### config.mk
export PLATFORM = sky130hd
export DESIGN_NAME = cla_addsub_pipe
export DESIGN_NICKNAME = d
export VERILOG_FILES = /design/src/rtl/cla_addsub_pipe.sv
export SDC_FILE = /design/constraint.sdc
export NUM_CORES = 1
export LEC_CHECK = 0
export BUFFER_PORTS_ARGS = -buffer_cell sky130_fd_sc_hd__buf_2
export CAP_MARGIN = 5
export CORE_UTILIZATION = 50
export DETAILED_ROUTE_END_ITERATION = 12
export GPL_TIMING_DRIVEN = 1
export PLACE_DENSITY = 0.77
export SLEW_MARGIN = 20
export SYNTH_ARGS = -nofsm -noshare
export SYNTH_HDL_FRONTEND = slang
export SYNTH_SLANG_ARGS = --single-unit
### constraint.sdc
create_clock -name clk -period 3.05 [get_ports clk]
set_input_delay 0.305 -clock clk [delete_from_list [all_inputs] [get_ports clk]]
set_output_delay 0.305 -clock clk [all_outputs]
set_load 0.01 [all_outputs]
### src/rtl/cla_addsub_pipe.sv
// Pipelined carry-lookahead add/subtract: one BLK_W-bit lookahead block resolved per stage,
// inter-block carry registered, valid/ready on both sides, sum plus c_out/ovf/zero/neg flags.
module cla_addsub_pipe #(
  parameter int WIDTH = 32,
  parameter int BLK_W = 8,
  parameter int TAG_W = 4
) (
  input  logic             clk,
  input  logic             rst_n,
  input  logic             in_valid,
  output logic             in_ready,
  input  logic [WIDTH-1:0] a,
  input  logic [WIDTH-1:0] b,
  input  logic             c_in,
  input  logic             sub,
  input  logic [TAG_W-1:0] in_tag,
  output logic             out_valid,
  input  logic             out_ready,
  output logic [WIDTH-1:0] sum,
  output logic             c_out,
  output logic             ovf,
  output logic             zero,
  output logic             neg,
  output logic [TAG_W-1:0] out_tag
);

  localparam int NUM_BLK = WIDTH / BLK_W;
  localparam int LAST    = NUM_BLK - 1;

  typedef struct packed {
    logic [BLK_W-1:0] s;
    logic             co;
    logic             cm;
  } cla_t;

  // Each carry is the flattened lookahead sum of generate terms and the block carry-in.
  function automatic cla_t cla_blk(input logic [BLK_W-1:0] x, input logic [BLK_W-1:0] y,
                                   input logic ci);
    logic [BLK_W-1:0] g;
    logic [BLK_W-1:0] p;
    logic [BLK_W:0]   c;
    logic             acc;
    logic             pp;
    cla_t             res;
    g    = x & y;
    p    = x ^ y;
    c    = '0;
    c[0] = ci;
    for (int i = 0; i < BLK_W; i++) begin
      acc = 1'b0;
      pp  = 1'b1;
      for (int j = i; j >= 0; j--) begin
        acc = acc | (g[j] & pp);
        pp  = pp & p[j];
      end
      c[i+1] = acc | (ci & pp);
    end
    res.s  = p ^ c[BLK_W-1:0];
    res.co = c[BLK_W];
    res.cm = c[BLK_W-1];
    return res;
  endfunction

  logic [NUM_BLK-1:0] r_vld;
  logic [WIDTH-1:0]   r_a   [NUM_BLK];
  logic [WIDTH-1:0]   r_b   [NUM_BLK];
  logic [WIDTH-1:0]   r_s   [NUM_BLK];
  logic               r_c   [NUM_BLK];
  logic [TAG_W-1:0]   r_tag [NUM_BLK];
  logic               r_ovf;
  logic               r_zero;
  logic               r_neg;

  logic [NUM_BLK-1:0] w_iv;
  logic [WIDTH-1:0]   w_ia   [NUM_BLK];
  logic [WIDTH-1:0]   w_ib   [NUM_BLK];
  logic [WIDTH-1:0]   w_is   [NUM_BLK];
  logic [WIDTH-1:0]   w_ns   [NUM_BLK];
  logic               w_ic   [NUM_BLK];
  logic [TAG_W-1:0]   w_itag [NUM_BLK];
  cla_t               w_res  [NUM_BLK];
  logic [NUM_BLK-1:0] w_ld;
  logic [NUM_BLK-1:0] w_mv;

  // Stage 0 takes the ports directly (B pre-inverted for subtract); later stages take
  // the previous slot's operands, partial sum and registered carry.
  always_comb begin
    for (int k = 0; k < NUM_BLK; k++) begin
      if (k == 0) begin
        w_iv[k]   = in_valid;
        w_ia[k]   = a;
        w_ib[k]   = sub ? ~b : b;
        w_ic[k]   = sub | c_in;
        w_is[k]   = '0;
        w_itag[k] = in_tag;
      end else begin
        w_iv[k]   = r_vld[k-1];
        w_ia[k]   = r_a[k-1];
        w_ib[k]   = r_b[k-1];
        w_ic[k]   = r_c[k-1];
        w_is[k]   = r_s[k-1];
        w_itag[k] = r_tag[k-1];
      end
      w_res[k] = cla_blk(w_ia[k][k*BLK_W +: BLK_W], w_ib[k][k*BLK_W +: BLK_W], w_ic[k]);
      w_ns[k]  = w_is[k];
      w_ns[k][k*BLK_W +: BLK_W] = w_res[k].s;
    end
  end

  // A slot loads when empty or when its occupant moves on; ready ripples back from out_ready.
  always_comb begin
    w_mv       = '0;
    w_ld       = '0;
    w_mv[LAST] = r_vld[LAST] & out_ready;
    for (int k = LAST; k >= 0; k--) begin
      w_ld[k] = ~r_vld[k] | w_mv[k];
      if (k > 0) begin
        w_mv[k-1] = r_vld[k-1] & w_ld[k];
      end
    end
  end

  always_ff @(posedge clk or negedge rst_n) begin
    if (!rst_n) begin
      r_vld  <= '0;
      r_ovf  <= 1'b0;
      r_zero <= 1'b0;
      r_neg  <= 1'b0;
      for (int k = 0; k < NUM_BLK; k++) begin
        r_a[k]   <= '0;
        r_b[k]   <= '0;
        r_s[k]   <= '0;
        r_c[k]   <= 1'b0;
        r_tag[k] <= '0;
      end
    end else begin
      for (int k = 0; k < NUM_BLK; k++) begin
        if (w_ld[k]) begin
          r_vld[k] <= w_iv[k];
          if (w_iv[k]) begin
            r_a[k]   <= w_ia[k];
            r_b[k]   <= w_ib[k];
            r_s[k]   <= w_ns[k];
            r_c[k]   <= w_res[k].co;
            r_tag[k] <= w_itag[k];
          end
        end
      end
      if (w_ld[LAST] && w_iv[LAST]) begin
        r_ovf  <= w_res[LAST].co ^ w_res[LAST].cm;
        r_zero <= ~|w_ns[LAST];
        r_neg  <= w_ns[LAST][WIDTH-1];
      end
    end
  end

  assign in_ready  = w_ld[0];
  assign out_valid = r_vld[LAST];
  assign sum       = r_s[LAST];
  assign c_out     = r_c[LAST];
  assign ovf       = r_ovf;
  assign zero      = r_zero;
  assign neg       = r_neg;
  assign out_tag   = r_tag[LAST];

endmodule

[After elaboration in Yosys (flattened, before gate mapping)]
Index checks and enable logic that the tools add are counted.
Storage, ports and cells
  flip-flop bits (word level): 299
  bits in latches: 0
  memory bits (writable): 0
  memory bits (read-only): 0
  input bits: 74
  output and inout bits: 42
  logic and storage cells: 460
  memories kept: 0
Operators by class
  $add $sub $neg: 0
  $mul: 0
  divide/modulo/power cells: 0
  $lt $le $gt $ge: 0
  equal/unequal tests: 0
  shift-type cells: 0
  muxes and demuxes: 1
  bitwise logic cells: 427
  reduce and logical (&&, ||, !) cells: 7
Operators by type and width (count)
  $and A1 B1 Y1: 260
  $or A1 B1 Y1: 149
  $xor A8 B8 Y8: 8
  $and A8 B8 Y8: 4
  $mux W32: 1
  $not A32 Y32: 1
  $reduce_or A32 Y1: 1
  $reduce_and A2 Y1: 4
  $not A1 Y1: 4
  $logic_and A1 B1 Y1: 1
  $logic_not A1 Y1: 1
  $xor A1 B1 Y1: 1

[Longest topological paths before layout]
  word-level depth: 12
  mapped depth: 10
  depth with buffers taken out: 8

[Worst setup path before layout]
No wires, ideal clock.
  path kind: input -> register
  start: input port sub
  end: register r_c[3] in the netlist's numbering
  setup time: 128 ps
  arrival time: 2225 ps
  data required time: 2922 ps
  path slack: 696 ps
  cell stages on the path: 10
  buffers on the path: 2
  cells stage by stage: buf_2 > buf_2 > xor2_1 > ha_1 > a21oi_1 > a21boi_1 > o31a_1 > o41a_1 > a21oi_1 > o21ai_0
Between the ends
  word-level cells in the longest chain between the ends: 11
  elaborated cells on any way between the ends: 27
  classes of those cells: mux: 1; bitwise: 26
Ends and longest elaborated chain
  start, declared: RTL line 15  | input logic sub,
  $mux W32: RTL line 92  | w_ib[k] = sub ? ~b : b;
  $and A8 B8 Y8 / $xor A8 B8 Y8 (equally long branches): RTL line 45, 46
  $and A1 B1 Y1, on equally long branches: RTL line 53, 54
  $or A1 B1 Y1 (tied with other cells) (6 in series): RTL line 53  | acc = acc | (g[j] & pp);
  $or A1 B1 Y1 / $and A1 B1 Y1 (equally long branches): RTL line 53, 56
  $or A1 B1 Y1 (*): RTL line 56  | c[i+1] = acc | (ci & pp);
  end signal, assigned by index: RTL line 144  | r_c[k] <= w_res[k].co;
  end, declared: RTL line 68  | logic r_c [NUM_BLK];
Every way passes the cells marked *; elsewhere a longest branch is shown, timed or not.
A chain may end at the register's enable or synchronous reset.

[Worst setup path in the final report]
  start: register r_a[56] in the netlist's numbering
  end: register r_zero, in the netlist zero
Between the ends
  word-level cells in the longest chain between the ends: 7
  elaborated cells on any way between the ends: 37
  classes of those cells: bitwise: 35; reduce/logical: 2
Ends and longest elaborated chain
  start, declared: RTL line 65  | logic [WIDTH-1:0] r_a [NUM_BLK];
  start signal, assigned by index: RTL line 141  | r_a[k] <= w_ia[k];
  $and A8 B8 Y8 / $xor A8 B8 Y8 (equally long branches): RTL line 45, 46
  $and A1 B1 Y1, on equally long branches: RTL line 53, 54
  $or A1 B1 Y1 / $and A1 B1 Y1 (equally long branches): RTL line 53, 56
  $or A1 B1 Y1: RTL line 56
  $xor A8 B8 Y8 (*): RTL line 58  | res.s = p ^ c[BLK_W-1:0];
  $reduce_or A32 Y1 (*): RTL line 151  | r_zero <= ~|w_ns[LAST];
  $logic_not A1 Y1 (*): RTL line 151
  end signal, assigned: RTL line 151
  end, declared: RTL line 71  | logic r_zero;
Marked as above.

==> reports/metrics.cfg <==
[sta]
setup_slack_ns=0.724
fin_worst_skew_ns=0.00777
final_hold_viol_count=0
slew_viol_final=0
fin_setup_tns_ns=0
rsz0062_at_grt=false
max-slew-margin-rel=0.536
finalCritPeriodShare=0.763
fmax_mhz=430
tightest_slew_ns=0.696
setup_viol=0
finalCriticalPeriod_ns=2.33

[detailed_routing]
drt_first_pass_iters=4
wl_per_cell_um=15.3
wirelength_um=16100
drt-initial-drc-count=205
via_count=5382
post-route-drc-count=0
viasPerCell=5.12
ant_nets=0

[synthesis]
synth_seq_cells=202
syn_inst=721
syn_nets=831
synth_warnings=0
synth_top_area_share=0.554
synth.area.top_cells=dfrtp_1 (55%), mux2_2 (17%), ha_1 (4.4%), xnor2_1 (3.5%), buf_4 (3.0%)
synth_flop_cell=dfrtp_1
yosysMostFrequentCell=dfrtp_1
synth_area_per_cell_um2=12.6
ys_types=41
synth.cell_area_um2=9120
yosysTopAreaCell=dfrtp_1
synthArstFlopShare=1.00
netlist_top_cells_count=dfrtp_1 (202), mux2_2 (140), nand2_1 (68), o21ai_0 (53)
ys_seq_area_frac=0.554
synth_edf_count=0

[grt]
gr-usage-all-layers=0.180
grt_pass1_vias=5374
grt_max_degree=89
antenna_found_initial=0
met2_usage=0.294
busiest_layer=met2
grt_pass1_wl_um=26500
gr-total-overflow=0
met1_usage=0.241
grtUsageMet3=0.0370

[setup_path]
path_delay_family=simple AND/OR/NAND/NOR gates
crit_fanout=3
required_ns=3.46
critPathBufInv=1
worstPathCellList=inv_1, fa_1, nor4b_1, nand4_1, or4_1, nor4b_1, nand4_1, o21ai_0
crit_type=reg -> reg
start_kind=flop
cp.arrival_ns=2.73
slowest_stage=fa_1
crit_path_end_kind=flop
slowest_delay_ns=0.54

[clock_network]
numClockSinks=202
cts-root-buf=clkbuf_16
post_cts_buffers=0
htreeDepth=1
cts_resized=0
tritoncts=done
path_clk_slew_ns=0.06
cts_buffer_depth=3
clock_latency_ns=0.49
numCtsBuffers=21

[place]
pre_cts_ws_ns=0.710
dp_hpwl_um=11500
place.port_buffers=115
gp_congestion=0.776
dp.cells=1015

[die]
coreArea_um2=17900
fp.dieW_um=137
num_rows=49
design.die.area_um2=18800
ioPinCount=116
initial_core_util=0.509
dieHeight_um=137

[layout]
multi_input_area_um2=3640
regArea_um2=5050
layout-drive-gt1-share=0.373
fillers=1491
nets=920
syn_to_final_growth_pct=13.9
fin_cells=1052
antenna_cells=0
final_util=0.580

[power]
pwr_density_cell_nw_per_um2=905
p_leak_nw=4.76
ir_worst_vdd_mv=0.481

[flow_run]
cap_violations=0

[worst_hold_path]
hold_class=in -> reg

[outcome]
outcome=complete, no violations

==> worst register-to-register path, cell delays in order, from the launching register on <==
cell,delay [ns]
dfrtp_1,0.37
inv_1,0.07
fa_1,0.54
nor4b_1,0.23
nand4_1,0.10
or4_1,0.42
nor4b_1,0.26
nand4_1,0.12
o21ai_0,0.15
==> cell families (layout without fill, tap and decap cells) <==
group,count (synthesis),after routing,synth area share
AOI/OAI and AO/OA,94,94,0.0619
xor gates and xnor gates,55,55,0.0528
adders and majority gates,36,36,0.0527
buffers and inverters,76,178,0.0482
DFF,202,202,0.554
muxes,141,141,0.174
and+or+nand+nor,117,117,0.0562
==> per-stage QoR <==
stage / power [mW] / hold WS [ns] / area, um^2
2_1_floorplan: 6.48 / 0.00941 / 9120
3_3_place_gp: 7.00 / 0.406 / 9750
3_5_place_dp: 7.13 / 0.408 / 9750
4_1_cts: 9.52 / 0.0272 / 10400
5_1_grt: 10.0 / 0.0311 / 10400
6_report: 9.40 / 0.0452 / 10400
==> state kept, by name (all words and copies together) (netlist names) <==
| signal | count |
|---|---|
| r_a | 48 |
| r_b | 48 |
| r_s | 48 |
| sum | 31 |
| r_tag | 12 |
| out_tag | 4 |
| r_vld | 4 |
| r_c | 3 |
| c_out | 1 |
| neg | 1 |
| ovf | 1 |
| zero | 1 |
==> report_power, final <==
group          total, mW  switching (mW)  leakage [nW]  internal [mW]
sequential          4.16           0.556          2.42           3.60
combinational       2.88            1.39          2.03           1.49
clock               2.36           0.971         0.304           1.39
total               9.40            2.92          4.76           6.48
==> layout make-up <==
class,instances,share of cell area
Multi-Input combinational cell,443,0.351
Inverter,10,0.00361
Sequential cell,202,0.487
Clock inverter,4,0.00470
Timing Repair Buffer,132,0.0712
Clock buffer,32,0.0555
Tap cell,229,0.0276
==> worst paths after layout <==
kind | startpoint | endpoint | slack (ns) | cells after the start
max | r_a[56] | zero | 0.72 | 8
min | a[13] | r_a[109] | 0.05 | 2
max reg2reg | r_a[56] | zero | 0.72 | 8
min reg2reg | ovf | ovf | 0.47 | 2
max in group asynchronous | rst_n | r_a[85] | 1.79 | 3
min in group asynchronous | rst_n | r_a[127] | 0.44 | 2
==> cells in the final DEF, fill, tap and decap left out, drive strengths merged, types with 3 or more instances in the layout <==
cell type / instances
a21o: 4
a21oi: 13
buf: 130
clkbuf: 33
dfrtp: 202
fa: 4
ha: 32
inv: 11
mux2: 140
nand2: 68
nand2b: 7
nand4: 3
nor2: 17
nor3: 9
nor4: 4
o211ai: 5
o21a: 3
o21ai: 53
o31ai: 5
xnor2: 36
xor2: 19
==> per-layer routing <==
layer	wire [um]	vias up	share of wire
met5	0	-	0
met4	376	0	0.023
met3	819	30	0.051
met2	7690	100	0.48
met1	7180	2620	0.45
li1	-	2632	-
==> repair_timing <==
item / CTS / global route
hold endpoints to repair: 82 / 0
setup endpoints to repair: 0 / 0
hold buffers: 1 / 0
(Power assumes the default switching activity.)
